==> src/rtl/two_sorter_reg.sv <==
// two_sorter_reg: registered compare-and-swap cell, min on c and max on d
module two_sorter_reg #(
  parameter int WIDTH = 4
) (
  input  logic             clk,
  input  logic             rstN,
  input  logic [WIDTH-1:0] a,
  input  logic [WIDTH-1:0] b,
  output logic [WIDTH-1:0] c,
  output logic [WIDTH-1:0] d
);
  logic swap;
  assign swap = a > b;
  always_ff @(posedge clk or negedge rstN)
    if (!rstN) begin
      c <= '0;
      d <= '0;
    end else begin
      c <= swap ? b : a;
      d <= swap ? a : b;
    end
endmodule

==> config.mk <==
export PLATFORM = sky130hd
export DESIGN_NAME = two_sorter_reg
export DESIGN_NICKNAME = d
export VERILOG_FILES = /design/src/rtl/two_sorter_reg.sv
export SDC_FILE = /design/constraint.sdc
export NUM_CORES = 1
export LEC_CHECK = 0
export CORE_AREA = 2 2 39 41
export CTS_BUF_LIST = sky130_fd_sc_hd__clkbuf_8
export DETAILED_ROUTE_END_ITERATION = 10
export DIE_AREA = 0 0 41 43
export HOLD_SLACK_MARGIN = 0.05
export PLACE_DENSITY = 0.69
export SETUP_SLACK_MARGIN = 0.15
export SLEW_MARGIN = 10
export SYNTH_ARGS = -nofsm -noshare
export SYNTH_HDL_FRONTEND = slang
export SYNTH_SLANG_ARGS = --single-unit
export TNS_END_PERCENT = 50
==> constraint.sdc <==
create_clock -name clk -period 0.8 [get_ports clk]
set_input_delay 0.16 -clock clk [delete_from_list [all_inputs] [get_ports clk]]
set_output_delay 0.16 -clock clk [all_outputs]
set_load 0.05 [all_outputs]
=== Word level (Yosys, flattened, before mapping) ===
Index checks and enable logic that the tools add are counted.

* Word-level logic and storage cells: 5
* Flip-flop bits (word level): 8
* Output and inout bits: 8
* Bits of input ports: 10

* Magnitude comparators: 1
* Muxes and demuxes: 2

{| class="wikitable"
|+ Operator list
! cell !! count
|-
| two-way mux 4 bit || 2
|-
| > comparator 4 bit || 1
|}

=== Longest topological paths before layout ===
* Word-level depth: 2
* Mapped depth: 6
* Gate-level depth less buffers: 6

=== Worst setup path after synthesis ===
No wires, ideal clock.

* Path type: input port to flip-flop
* Start point: input port b[1]
* End point: register c[1]
* Data required time: 0.675 ns
* Stages on the path: 6
* Slack: -0.605 ns
* Path buffers: 0
* Setup time: 0.125 ns
* Arrival time: 1.280 ns
* Path through: inv_1 > ha_1 > nor2b_2 > o211ai_2 > a21oi_4 > mux2_2

* Cells in the longest elaborated chain, start to end: 2

{| class="wikitable"
|+ RTL lines
! item !! line !! source
|-
| start, declared || 8 || <nowiki>input logic [WIDTH-1:0] b,</nowiki>
|-
| > comparator 4 bit || 13 || <nowiki>assign swap = a > b;</nowiki>
|-
| two-way mux 4 bit * || 19 || <nowiki>c <= swap ? b : a;</nowiki>
|-
| end signal, assigned || 19 ||
|-
| end, declared || 9 || <nowiki>output logic [WIDTH-1:0] c,</nowiki>
|}

Every way passes the cells marked *; elsewhere a longest branch is shown, timed or not.

=== Worst setup path after layout ===
* Start point: input port b[2]
* End point: register d[1]

* Cells in the longest elaborated chain, start to end: 2

{| class="wikitable"
|+ RTL lines
! item !! line !! source
|-
| > comparator 4 bit || 13 ||
|-
| two-way mux 4 bit || 20 || <nowiki>d <= swap ? a : b;</nowiki>
|-
| end signal, assigned || 20 ||
|-
| end, declared || 10 || <nowiki>output logic [WIDTH-1:0] d</nowiki>
|}

Every way passes these cells.

==> results.toml <==
[timing]
rsz0062_at_grt = "yes"
fmax_mhz = 797
timing.final.setup_violations = 16
slew_viol_final = 0
period_share = 1.57
fin_tns_setup_ns = -4.54
timing.final.crit_period_ns = 1.25
tightest_pin_transition_ns = 0.326
slew_headroom = 0.782
final_critical_path_setup_slack_ns = -0.454
hold_violations = 0

[clock_tree]
cts_inserted_buffers = 3
clock_transition_at_the_registers_of_the_reported_paths_ns = 0.04
cts_tree = "done"
clk_root_buffer_cell = "sky130_fd_sc_hd__clkbuf_8"
htree_num_levels = 1
clock_path_buffers = 2
cts_hold_repair.buffers = 0
numClockSinks = 8

[run_status]
result_of_the_run = "complete, but fails checks"
failed_checks = "negative setup slack"

[floorplan]
die_height_um = 43
dieWidth_um = 41
initial_core_util = 0.294
die_area_mm2 = 0.00176
core_mm2 = 0.00138
ports_placed_on_the_boundary = 18
num_rows = 14

[synth]
synth.distinct_cells = 10
mappedNetlistArea_um2 = 407
synth.yosys.seq_area_share = 0.492
synth_seq_cells = 8
synth.avg_cell_area_um2 = 14.0
synthesis.nets = 43
post_synthesis_cell_count = 29
synth.yosys.warnings = 0

[placed_design]
gp_routability_congestion = 0.713
portBuffers = 17
dp.final_hpwl_um = 613
numPlacedInstances = 65

[detailed_routing]
route.detailed.drc = 0
antenna_violating_nets_post_route = 0
drt-total-wl_um = 714
initialDrtViolationCount = 0
detailedRoute.firstPassIterationCount = 1
viasPerCell = 4.45
route.vias.total = 307
route.detailed.wl_per_inst_um = 10.3

[critical_path]
critical_path.slowest_cell = "sky130_fd_sc_hd__mux2_4"
worst-endpoint-arrival_ns = 1.36
crit_path_max_fanout = 8
critPathKind = "in2reg"
crit_path_start = "b[2]"
critPathCaptureType = "flip-flop"
critical-path-max-stage-delay_ns = 0.29
timing.critical_path.cells = "clkdlybuf4s15_2, inv_2, ha_4, and4_4, a21oi_4, buf_12, mux2_4"
worst_setup_path_start_kind = "input port"
critical_path_required_ns = 0.90

[final_layout]
design.final.nets = 69
multi_input_area_um2 = 282
diodes = 0
area_taken_by_flip_flops_and_latches_um2 = 200
drive_gt1_frac = 0.811
syn_to_final_growth_pct = 107
finalNonFillerCells = 69
n_fill_cell = 97

[pwr]
finalPower_uw = 1660
power.ir.vdd_worst_v = 0.000629
power.density_cell_area_mw_per_mm2 = 1980
power.leakage_uw = 0.000389

[job]
timing.max_cap.violations = 0

[hold_path]
holdCritStartpoint = "a[1]"
timing.hold.worst.class = "in2reg"

[global_route]
grt_util_met1 = 0.0918
antenna_found_initial = 0
grtUsageMet3 = 0
global_route.usage.met2 = 0.181
grt_start_max_net_pins = 9
groute.usage.overall = 0.108
first_pass_grt_wire_length_um = 1210
first_global_vias = 324
grt_most_used_layer = "met2"
grt.overflow.total = 0
==> layer usage <==
layer  up-vias  part of all wire
met4         0             0.027
met5         -                 0
met3         2             0.043
met1       145              0.28
met2        11              0.65
li1        149                 -
==> worst max-delay path: cells and delay by family <==
| family | cells | cell delay (ns) |
|---|---|---|
| AND/OR/NAND/NOR | 1 | 0.21 |
| buffers and inverters | 3 | 0.38 |
| multiplexers | 1 | 0.29 |
| AO/OA/AOI/OAI | 1 | 0.04 |
| adder cells (fa/ha/maj) | 1 | 0.27 |
==> cell usage in the layout (no fill, tap or decap) <==
cell type,instances
sky130_fd_sc_hd__ha_4,3
sky130_fd_sc_hd__a21oi_4,1
sky130_fd_sc_hd__clkbuf_8,3
sky130_fd_sc_hd__buf_2,4
sky130_fd_sc_hd__buf_4,3
sky130_fd_sc_hd__ha_2,1
sky130_fd_sc_hd__dfrtp_1,8
sky130_fd_sc_hd__clkdlybuf4s15_2,1
sky130_fd_sc_hd__clkbuf_2,1
sky130_fd_sc_hd__clkdlybuf4s50_1,1
sky130_fd_sc_hd__a21oi_2,1
sky130_fd_sc_hd__buf_6,1
sky130_fd_sc_hd__mux2_4,8
sky130_fd_sc_hd__buf_12,9
sky130_fd_sc_hd__nor2b_4,1
sky130_fd_sc_hd__o211ai_4,1
sky130_fd_sc_hd__and4_4,1
sky130_fd_sc_hd__buf_8,1
sky130_fd_sc_hd__inv_2,2
sky130_fd_sc_hd__inv_8,1
sky130_fd_sc_hd__inv_1,1
==> final timing paths <==
path                                   to  depth (start not counted)
max                        d[1]$_DFF_PN0_                          7
min                        c[1]$_DFF_PN0_                          2
max in group asynchronous  c[3]$_DFF_PN0_                          1
min in group asynchronous  d[0]$_DFF_PN0_                          1
==> per-stage QoR <==
| stage | util | setup WS [ns] | hold WS, ns | cell area, µm² |
|---|---|---|---|---|
| 6_report | 0.608 | -0.454 | 0.180 | 841 |
| 3_5_place_dp | 0.535 | -1.27 | 0.447 | 741 |
| 2_1_floorplan | - | -0.555 | -0.136 | 448 |
| 3_3_place_gp | 0.535 | -1.25 | 0.443 | 741 |
| 4_1_cts | 0.614 | -0.481 | 0.177 | 850 |
| 5_1_grt | 0.608 | -0.492 | 0.180 | 841 |
==> kinds of logic after synthesis <==
group,Yosys count,share of synthesized area
mux,8,0.222
flops,8,0.492
buf+inv,4,0.0369
fa+ha+maj,4,0.123
compound gates,3,0.0831
simple gates,2,0.0431
==> report_power, final <==
group / internal [µW] / switching [µW] / total [µW]
Clock: 324 / 133 / 457
Sequential: 456 / 39.3 / 496
Combinational: 396 / 316 / 712
Total: 1180 / 488 / 1660
==> synthesized netlist by cell type, drive strengths merged <==
master / number / area share
nor2b: 1 / 0.022
a21oi: 2 / 0.052
and4: 1 / 0.022
ha: 4 / 0.12
dfrtp: 8 / 0.49
inv: 4 / 0.037
o211ai: 1 / 0.031
mux2: 8 / 0.22
==> sequential cells by signal (all words and copies together) (netlist names) <==
signal  cells
c           4
d           4
==> final cells by class <==
cell class                 count  area share
sequential                     8       0.238
clock buffer                   3      0.0491
tap                           16      0.0238
multi-input combinational     17       0.335
timing repair buffer          21       0.327
inverter                       4      0.0268
==> timing repair <==
action / 4_1_cts / 5_1_grt
gates resized for setup: 45 / 4
buffers inserted: 1 / 0
endpoints found under the setup margin: 16 / 16
pin swaps: 6 / 5
hold endpoints to repair: 0 / 0
gates cloned: 0 / 0
Power figures use the tool's default switching activity.
